## src/rtl/ram_serial_tx_if.sv

```systemverilog
// Host-side bundle of the serial transmitter: start request, RAM read port and line status.
// The slave modport belongs to the transmitter; the master modport belongs to whatever drives it.
interface ram_serial_tx_if #(
  parameter int DATA_W = 8,
  parameter int ADDR_W = 8
);
  logic              send;
  logic [ADDR_W:0]   word_count;
  logic              rd_en;
  logic [ADDR_W-1:0] rd_addr;
  logic [DATA_W-1:0] rd_data;
  logic              serial_out;
  logic              busy;
  logic              done;

  modport slave (
    input  send, word_count, rd_data,
    output rd_en, rd_addr, serial_out, busy, done
  );

  modport master (
    output send, word_count, rd_data,
    input  rd_en, rd_addr, serial_out, busy, done
  );
endinterface

```

## src/rtl/ram_serial_tx.sv

```systemverilog
// Reads words 0..count-1 from the sample RAM and sends each one as a start/LSB-first/stop
// frame on serial_out. Every output comes straight from a register.
module ram_serial_tx #(
  parameter int DATA_W       = 8,
  parameter int ADDR_W       = 8,
  parameter int CLKS_PER_BIT = 13
) (
  input  logic            clk,
  input  logic            reset,
  ram_serial_tx_if.slave  bus
);

  localparam int CW = $clog2(CLKS_PER_BIT);
  localparam int BW = (DATA_W > 1) ? $clog2(DATA_W) : 1;
  localparam logic [CW-1:0]   CLK_LAST  = CW'(CLKS_PER_BIT - 1);
  localparam logic [BW-1:0]   BIT_LAST  = BW'(DATA_W - 1);
  localparam logic [ADDR_W:0] MAX_WORDS = {1'b1, {ADDR_W{1'b0}}};

  typedef enum logic [2:0] {
    S_IDLE, S_FETCH, S_LOAD, S_START, S_DATA, S_STOP, S_DONE
  } state_t;

  // A request larger than the RAM is limited to one full pass, so the address never wraps.
  function automatic logic [ADDR_W:0] sat_count(input logic [ADDR_W:0] c);
    return (c > MAX_WORDS) ? MAX_WORDS : c;
  endfunction

  state_t            state_q, state_d;
  logic [ADDR_W:0]   count_q, count_d;
  logic [ADDR_W:0]   idx_q, idx_d;
  logic [CW-1:0]     clk_cnt_q, clk_cnt_d;
  logic [BW-1:0]     bit_cnt_q, bit_cnt_d;
  logic [DATA_W-1:0] shift_q, shift_d;
  logic              line_d;

  logic              rd_en_q, busy_q, done_q, serial_q;
  logic [ADDR_W-1:0] rd_addr_q;

  always_comb begin
    state_d   = state_q;
    count_d   = count_q;
    idx_d     = idx_q;
    clk_cnt_d = clk_cnt_q;
    bit_cnt_d = bit_cnt_q;
    shift_d   = shift_q;
    line_d    = 1'b1;

    unique case (state_q)
      S_IDLE: begin
        if (bus.send) begin
          count_d   = sat_count(bus.word_count);
          idx_d     = '0;
          clk_cnt_d = '0;
          bit_cnt_d = '0;
          state_d   = (bus.word_count == '0) ? S_DONE : S_FETCH;
        end
      end
      S_FETCH: state_d = S_LOAD;
      S_LOAD: begin
        shift_d   = bus.rd_data;
        clk_cnt_d = '0;
        state_d   = S_START;
      end
      S_START: begin
        if (clk_cnt_q == CLK_LAST) begin
          clk_cnt_d = '0;
          bit_cnt_d = '0;
          state_d   = S_DATA;
        end else begin
          clk_cnt_d = clk_cnt_q + 1'b1;
        end
      end
      S_DATA: begin
        if (clk_cnt_q == CLK_LAST) begin
          clk_cnt_d = '0;
          shift_d   = shift_q >> 1;
          if (bit_cnt_q == BIT_LAST) begin
            state_d = S_STOP;
          end else begin
            bit_cnt_d = bit_cnt_q + 1'b1;
          end
        end else begin
          clk_cnt_d = clk_cnt_q + 1'b1;
        end
      end
      S_STOP: begin
        if (clk_cnt_q == CLK_LAST) begin
          clk_cnt_d = '0;
          if ((idx_q + 1'b1) < count_q) begin
            idx_d   = idx_q + 1'b1;
            state_d = S_FETCH;
          end else begin
            state_d = S_DONE;
          end
        end else begin
          clk_cnt_d = clk_cnt_q + 1'b1;
        end
      end
      S_DONE:  state_d = S_IDLE;
      default: state_d = S_IDLE;
    endcase

    // Line level is decided from the next state so serial_out can be a plain register.
    case (state_d)
      S_START: line_d = 1'b0;
      S_DATA:  line_d = shift_d[0];
      default: line_d = 1'b1;
    endcase
  end

  always_ff @(posedge clk) begin
    if (reset) begin
      state_q   <= S_IDLE;
      count_q   <= '0;
      idx_q     <= '0;
      clk_cnt_q <= '0;
      bit_cnt_q <= '0;
      rd_en_q   <= 1'b0;
      rd_addr_q <= '0;
      busy_q    <= 1'b0;
      done_q    <= 1'b0;
      serial_q  <= 1'b1;
    end else begin
      state_q   <= state_d;
      count_q   <= count_d;
      idx_q     <= idx_d;
      clk_cnt_q <= clk_cnt_d;
      bit_cnt_q <= bit_cnt_d;
      rd_en_q   <= (state_d == S_FETCH);
      rd_addr_q <= idx_d[ADDR_W-1:0];
      busy_q    <= (state_d != S_IDLE);
      done_q    <= (state_d == S_DONE);
      serial_q  <= line_d;
    end
  end

  always_ff @(posedge clk) begin
    shift_q <= shift_d;
  end

  assign bus.rd_en      = rd_en_q;
  assign bus.rd_addr    = rd_addr_q;
  assign bus.busy       = busy_q;
  assign bus.done       = done_q;
  assign bus.serial_out = serial_q;

endmodule

```

## src/flat_wrapper.sv

```systemverilog
// flat-port wrapper written by rule: the top's interface ports become plain ports
module ram_serial_tx_flat 
#(
  parameter int DATA_W       = 8,
  parameter int ADDR_W       = 8,
  parameter int CLKS_PER_BIT = 13
)
  (clk, reset, bus_send, bus_word_count, bus_rd_data, bus_rd_en, bus_rd_addr, bus_serial_out, bus_busy, bus_done);
  ram_serial_tx_if #(.DATA_W(DATA_W), .ADDR_W(ADDR_W)) bus_i ();
  input  logic clk;
  input  logic reset;
  input wire logic [$bits(bus_i.send)-1:0] bus_send;
  input wire logic [$bits(bus_i.word_count)-1:0] bus_word_count;
  input wire logic [$bits(bus_i.rd_data)-1:0] bus_rd_data;
  output wire logic [$bits(bus_i.rd_en)-1:0] bus_rd_en;
  output wire logic [$bits(bus_i.rd_addr)-1:0] bus_rd_addr;
  output wire logic [$bits(bus_i.serial_out)-1:0] bus_serial_out;
  output wire logic [$bits(bus_i.busy)-1:0] bus_busy;
  output wire logic [$bits(bus_i.done)-1:0] bus_done;
  assign bus_i.send = bus_send;
  assign bus_i.word_count = bus_word_count;
  assign bus_i.rd_data = bus_rd_data;
  assign bus_rd_en = bus_i.rd_en;
  assign bus_rd_addr = bus_i.rd_addr;
  assign bus_serial_out = bus_i.serial_out;
  assign bus_busy = bus_i.busy;
  assign bus_done = bus_i.done;
  ram_serial_tx #(.DATA_W(DATA_W), .ADDR_W(ADDR_W), .CLKS_PER_BIT(CLKS_PER_BIT)) u_core (.clk(clk), .reset(reset), .bus(bus_i));
endmodule
```

## config.mk

```make
export PLATFORM = sky130hd
export DESIGN_NAME = ram_serial_tx_flat
export DESIGN_NICKNAME = d
export VERILOG_FILES = /design/src/rtl/ram_serial_tx_if.sv /design/src/rtl/ram_serial_tx.sv /design/src/flat_wrapper.sv
export SDC_FILE = /design/constraint.sdc
export NUM_CORES = 1
export LEC_CHECK = 0
export CAP_MARGIN = 20
export CELL_PAD_IN_SITES_DETAIL_PLACEMENT = 0
export CELL_PAD_IN_SITES_GLOBAL_PLACEMENT = 1
export CORE_MARGIN = 2
export CORE_UTILIZATION = 44
export CTS_CLUSTER_DIAMETER = 150
export DETAILED_ROUTE_END_ITERATION = 12
export HOLD_SLACK_MARGIN = 0.15
export MAX_ROUTING_LAYER = met4
export PLACE_DENSITY_LB_ADDON = 0.1
export SYNTH_ARGS = -nofsm -noshare
export SYNTH_HDL_FRONTEND = slang
export SYNTH_SLANG_ARGS = --single-unit
export TNS_END_PERCENT = 50
```

## constraint.sdc

```tcl
create_clock -name clk -period 5.59 [get_ports clk]
set_input_delay 1.118 -clock clk [delete_from_list [all_inputs] [get_ports clk]]
set_output_delay 1.118 -clock clk [all_outputs]
set_load 0.01 [all_outputs]
```

==> results_dict.tcl, run 1 <==
set metrics [dict create \
    status "complete, no violations" \
    synthXorXnorAreaFrac_pct 3.957 \
    finalSetupViolCount 0 \
    finalMaxSlewViolations 0 \
    cp-startpoint "u_core.idx_q[0]$_SDFFE_PP0P_" \
    area_growth_pct 17.35 \
    clk-insertion-delay-late_ps 300 \
    maxCapViolCount 0 \
    fp-row-count 25 \
    synth-edff-count 7 \
    synth_cells 259 \
    drive_gt1_share_pct 5.694 \
    relSlewSlack_pct 61.13 \
    dpl.hpwl_um 3422 \
    portBuffers 31 \
    nNetsFinal 313 \
    synth_compound_area_share_pct 16.68 \
    dieHeight_um 74.93 \
    cts_buffer_depth 2 \
    reg2reg_slack_ps 2360 \
    drtAntennaViolNets 0 \
    synth.cell_area_um2 2213 \
    ys_top_cells_by_count "33 x dfxtp_1, 29 x nand2_1, 24 x a21oi_1, 18 x nor2_1, 15 x inv_1" \
    ys.flop_type "dfxtp_1" \
    cts_max_level 2 \
    critPathArrivalTime_ps 3410 \
    hold_class "reg -> reg" \
    layout_setup_ws_ps 2360 \
    gr-usage-all-layers_pct 19.18 \
    grt_pass1_vias 1647 \
    cts-resized-gates 0 \
    criticalPathCategory "reg -> reg" \
    yosysMostFrequentCell "dfxtp_1" \
    post_cts_buffers 0 \
    post-route-min-period_ps 3230 \
    worst_slew_pin_slew_ps 580.9 \
    synth_top_area_share_pct 29.85 \
    antenna-diode-count 0 \
    coreArea_um2 4786 \
    grt_max_degree 28 \
    drt_wl_total_um 4756 \
    async_flop_share_pct 0 \
    finalHoldViolations 0 \
    cts_tree "done" \
    max_freq_ghz 0.3096 \
    ys_warn_count 0 \
    startpoint_type "flop" \
    synthAdderAreaFrac_pct 7.349 \
    synth-simple-area-share_pct 24.31 \
    post-place-cells 340 \
    skew_ps 7.878 \
    synth-seq-cells 40 \
    syn_avg_cell_area_um2 8.546 \
    peakVddDrop_uv 162.8 \
    via_per_inst 5.190 \
    reg2reg_from "u_core.idx_q[0]$_SDFFE_PP0P_" \
    synthMuxAreaShare_pct 0.9045 \
    critPathRequiredTime_ps 5770 \
    path_cells "ha_1, nand3_1, nor2_1, nand3_1, xnor2_1, ha_1, a21oi_1, o21ai_1, a211oi_2, and3_1, or3_1, a31oi_1" \
    r2r_end "u_core.idx_q[2]$_SDFFE_PP0P_" \
    postLayoutCoreUtil_pct 54.27 \
    yosysUniqueCellTypes 44 \
    io_pins 32 \
    path_clk_slew_ps 80 \
    grt-ovfl-total 0 \
    slowest_delay_ps 480 \
    wl_per_cell_um 13.67 \
    setup-tns-final_ps 0 \
    place_ws_ps 2397 \
    layout.cells.non_filler 348 \
    vias 1806 \
    synth_area_leaders "dfxtp_1 30%, edfxtp_1 9.5%, ha_1 7.3%, a21oi_1 5.4%, nand2_1 4.9%" \
    hold_path_depth 2 \
    slowest_stage "and3_1" \
    cp_max_fo 13 \
    antenna_found_initial 0 \
    cts_hold_buf 0 \
    cts_made_buffers 5 \
    cts_sinks 40 \
    die_x_um 74.93 \
    drtIter0Drc 112 \
    worst_hold_slack_ps 456.0 \
    yosysTopAreaCell "dfxtp_1" \
    drcViolationCount 0 \
    die_area_um2 5614 \
    crit_path_end "u_core.idx_q[2]$_SDFFE_PP0P_" \
    power.density_nw_per_um2 259.1 \
    initial_utilization_pct 46.25 \
    grt_pass1_wl_um 7866 \
    rsz0062_at_grt "false" \
    synth_top_family_by_area "simple AND/OR/NAND/NOR gates" \
    syn_nets 292 \
    ff2ff_path_depth 12 \
    finalCritPeriodShare_pct 57.78 \
    end_kind "flop" \
    power.leakage_nw 0.9679 \
    gp_congestion 0.8953 \
    ys_seq_area_share_pct 39.34 \
    cts-root-buf "clkbuf_8" \
    detailedRoute.firstPassIterationCount 4 \
]
[layout make-up]
class | count | area (um^2)
Tap cell | 67 | 83.83
Inverter | 16 | 60.06
Timing Repair Buffer | 33 | 322.8
Clock inverter | 3 | 13.76
Multi-Input combinational cell | 184 | 1177
Fill cell | 474 | 2188
Sequential cell | 40 | 870.8
Clock buffer | 5 | 68.82
[metrics by stage]
step	power, mW	area, um^2
floorplan	0.4412	2213
global placement	0.4892	2510
detailed placement	0.4902	2515
CTS	0.6779	2597
global route	0.7109	2597
finish	0.6729	2597
[kinds of logic (layout without fill, tap and decap cells)]
group           after synthesis  count (layout)
compound gates               58              58
xor+xnor                     10              10
fa+ha+maj                    13              13
buf+inv                      35              57
flops                        40              40
mux                           2               2
simple gates                101             101
[layer usage]
| layer | wire [um] | GRT usage [%] | vias up |
|---|---|---|---|
| li1 | - | - | 947 |
| met1 | 2449 | 27.14 | 817 |
| met2 | 2029 | 26.71 | 36 |
| met5 | 0 | - | - |
| met4 | 61 | 5.357 | 0 |
| met3 | 215 | 5.355 | 6 |
[critical path, delay by kind of cell (launching register included)]
family                     cells  cell delay (ps)
and+or+nand+nor                5             1270
DFF                            1              420
adders and majority gates      2              530
xor gates and xnor gates       1              210
AOI/OAI and AO/OA              4              670
[how the worst min path moves through the flow]
stage | slack (ps) | from | endpoint
3_3_place_gp | 440 | u_core.count_q[2]$_SDFFE_PP0P_ | u_core.count_q[2]$_SDFFE_PP0P_
5_1_grt | 480 | u_core.count_q[2]$_SDFFE_PP0P_ | u_core.count_q[2]$_SDFFE_PP0P_
3_5_place_dp | 450 | u_core.count_q[2]$_SDFFE_PP0P_ | u_core.count_q[2]$_SDFFE_PP0P_
4_1_cts | 460 | u_core.count_q[4]$_SDFFE_PP0P_ | u_core.count_q[4]$_SDFFE_PP0P_
2_1_floorplan | 430 | u_core.count_q[0]$_SDFFE_PP0P_ | u_core.count_q[0]$_SDFFE_PP0P_
6_report | 460 | u_core.count_q[2]$_SDFFE_PP0P_ | u_core.count_q[2]$_SDFFE_PP0P_
[cell usage in the layout, fill, tap and decap left out, types with 4 or more instances in the layout]
cell / n
a21oi_1: 24
a22o_1: 6
a31oi_1: 10
and3_1: 4
clkbuf_8: 5
clkdlybuf4s50_1: 31
dfxtp_1: 33
edfxtp_1: 7
ha_1: 13
inv_1: 15
nand2_1: 29
nand2b_1: 5
nand3_1: 9
nand3b_1: 11
nand4_1: 4
nor2_1: 18
nor3_1: 4
o21ai_1: 4
or3_1: 5
xnor2_1: 8
[registers in the layout, summed over array words and instances, names as in the netlist, 3 cells and up]
name              count
u_core.idx_q          9
u_core.shift_q        8
u_core.state_q        3
u_core.clk_cnt_q      4
u_core.count_q        9
u_core.bit_cnt_q      3
[where the power goes]
part           switching, mW  leakage, nW  internal (mW)  total [mW]
Combinational         0.0794        0.587         0.0634       0.143
Clock                  0.104       0.0453         0.0848       0.189
Sequential            0.0194        0.335          0.322       0.341
(Power assumes the default switching activity.)
==> run 2: changes to the inputs <==
Settings changed: CORE_UTILIZATION 44 to 41.
Clock period 5.59 ns to 3.1 ns, I/O delays scaled along.
==> results_dict.tcl, run 2 (synthesized netlist as in run 1, its figures left out) <==
set metrics [dict create \
    portBuffers 31 \
    end_kind "flop" \
    post_cts_buffers 0 \
    hold_path_depth 2 \
    cp_max_fo 6 \
    skew_ps 3.963 \
    setup-tns-final_ps 0 \
    vias 1848 \
    r2r_end "u_core.idx_q[5]$_SDFFE_PP0P_" \
    fp-row-count 26 \
    layout_setup_ws_ps 247.0 \
    cts_max_level 2 \
    slowest_delay_ps 430 \
    cts_made_buffers 5 \
    drive_gt1_share_pct 9.123 \
    die_x_um 77.48 \
    peakVddDrop_uv 273.7 \
    area_growth_pct 21.37 \
    relSlewSlack_pct 68.14 \
    rsz0062_at_grt "false" \
    reg2reg_slack_ps 250 \
    critPathRequiredTime_ps 3330 \
    drcViolationCount 0 \
    maxCapViolCount 0 \
    place_ws_ps 218.7 \
    post-place-cells 347 \
    power.leakage_nw 1.011 \
    cts-root-buf "clkbuf_8" \
    critPathArrivalTime_ps 3080 \
    detailedRoute.firstPassIterationCount 4 \
    layout.cells.non_filler 355 \
    power.density_nw_per_um2 489.5 \
    post-route-min-period_ps 2853 \
    coreArea_um2 5172 \
    grt-ovfl-total 0 \
    gp_congestion 0.7869 \
    path_clk_slew_ps 80 \
    clk-insertion-delay-late_ps 290 \
    layout_commonest_cell "dfxtp_1" \
    nNetsFinal 317 \
    via_per_inst 5.206 \
    max_freq_ghz 0.3505 \
    grt_max_degree 19 \
    finalMaxSlewViolations 0 \
    hold_path_end "u_core.count_q[7]$_SDFFE_PP0P_" \
    finalHoldViolations 0 \
    nFillCells 499 \
    hold_class "reg -> reg" \
    dpl.hpwl_um 3482 \
    initial_utilization_pct 42.79 \
    grt_pass1_vias 1640 \
    slowest_stage "or3_1" \
    startpoint_type "flop" \
    reg_top3 "u_core.count_q: 9 flops, u_core.idx_q: 9 flops, u_core.shift_q: 8 flops" \
    antenna_found_initial 0 \
    cts_tree "done" \
    finalCritPeriodShare_pct 92.03 \
    reg2reg_from "u_core.idx_q[0]$_SDFFE_PP0P_" \
    status "complete, no violations" \
    io_pins 32 \
    criticalPathCategory "reg -> reg" \
    die_area_um2 6002 \
    mostFrequentLayoutCells "33 x dfxtp_1, 31 x clkdlybuf4s50_1, 29 x nand2_1, 24 x a21oi_1, 17 x nor2_1" \
    cts_sinks 40 \
    min_from "u_core.count_q[7]$_SDFFE_PP0P_" \
    drtAntennaViolNets 0 \
    cts_buffer_depth 2 \
    worst_slew_pin_slew_ps 476.2 \
    path_cells "ha_2, nand3_2, nor2_2, nand3_1, xnor2_2, ha_1, nand4_1, nor2_1, a211oi_2, and3_1, or3_1, a31oi_1" \
    drtIter0Drc 54 \
    antenna-diode-count 0 \
    multi_input_area_um2 1205 \
    finalSetupViolCount 0 \
    postLayoutCoreUtil_pct 51.94 \
    gr-usage-all-layers_pct 17.33 \
    grt_pass1_wl_um 7997 \
    wl_per_cell_um 13.74 \
    drt_wl_total_um 4879 \
    ff2ff_path_depth 12 \
    dieHeight_um 77.48 \
    seq_area_um2 870.8 \
]
## run 2: repair_timing
item	CTS	global route
endpoints found under the setup margin	0	14
gates resized for setup	0	6
hold buffers	0	0
## run 2: metrics by stage
step,hold WS (ps),total power [mW],instance area [um^2]
floorplan,428.1,0.7956,2213
finish,455.1,1.315,2686
detailed placement,447.2,0.8964,2551
CTS,458.4,1.326,2659
global route,474.9,1.389,2686
global placement,442.8,0.8957,2551
## run 2: per-layer routing
layer | vias to the layer above | track usage, % | wire (um)
met5 | - | - | 0
met4 | 0 | 6.071 | 68
met3 | 6 | 4.651 | 243
met2 | 41 | 23.39 | 2016
met1 | 844 | 24.80 | 2551
li1 | 957 | - | -
## run 2: final cells by class
class / instances / area share [%]
clock inverters: 2 / 1.304
well taps: 70 / 3.260
flip-flops and latches: 40 / 32.42
repair buffers: 37 / 13.23
inverters: 16 / 2.236
clock buffers: 6 / 2.701
multi-input cells: 184 / 44.85
## run 2: where the power goes
group | total, mW | internal (mW) | switching (mW) | leakage, nW
combinational | 0.273 | 0.125 | 0.147 | 0.620
clock | 0.428 | 0.239 | 0.188 | 0.0552
sequential | 0.615 | 0.580 | 0.0350 | 0.335
total | 1.31 | 0.944 | 0.371 | 1.01
## run 2: critical path, delay by kind of cell (launching register included)
| kind | cells | cell delay [ps] |
|---|---|---|
| flops | 1 | 400 |
| compound gates | 2 | 290 |
| fa+ha+maj | 2 | 570 |
| xor+xnor | 1 | 170 |
| simple gates | 7 | 1350 |
## run 2: how the worst max path moves through the flow
stage	start	to	slack, ps	cells past startpoint
floorplan	u_core.idx_q[0]$_SDFFE_PP0P_	u_core.idx_q[6]$_SDFFE_PP0P_	420	12
global placement	u_core.idx_q[0]$_SDFFE_PP0P_	u_core.bus.done$_SDFF_PP0_	320	12
detailed placement	u_core.idx_q[0]$_SDFFE_PP0P_	u_core.bus.done$_SDFF_PP0_	220	13
CTS	u_core.idx_q[0]$_SDFFE_PP0P_	u_core.bus.done$_SDFF_PP0_	200	13
global route	u_core.idx_q[0]$_SDFFE_PP0P_	u_core.idx_q[5]$_SDFFE_PP0P_	20	12
finish	u_core.idx_q[0]$_SDFFE_PP0P_	u_core.idx_q[5]$_SDFFE_PP0P_	250	12
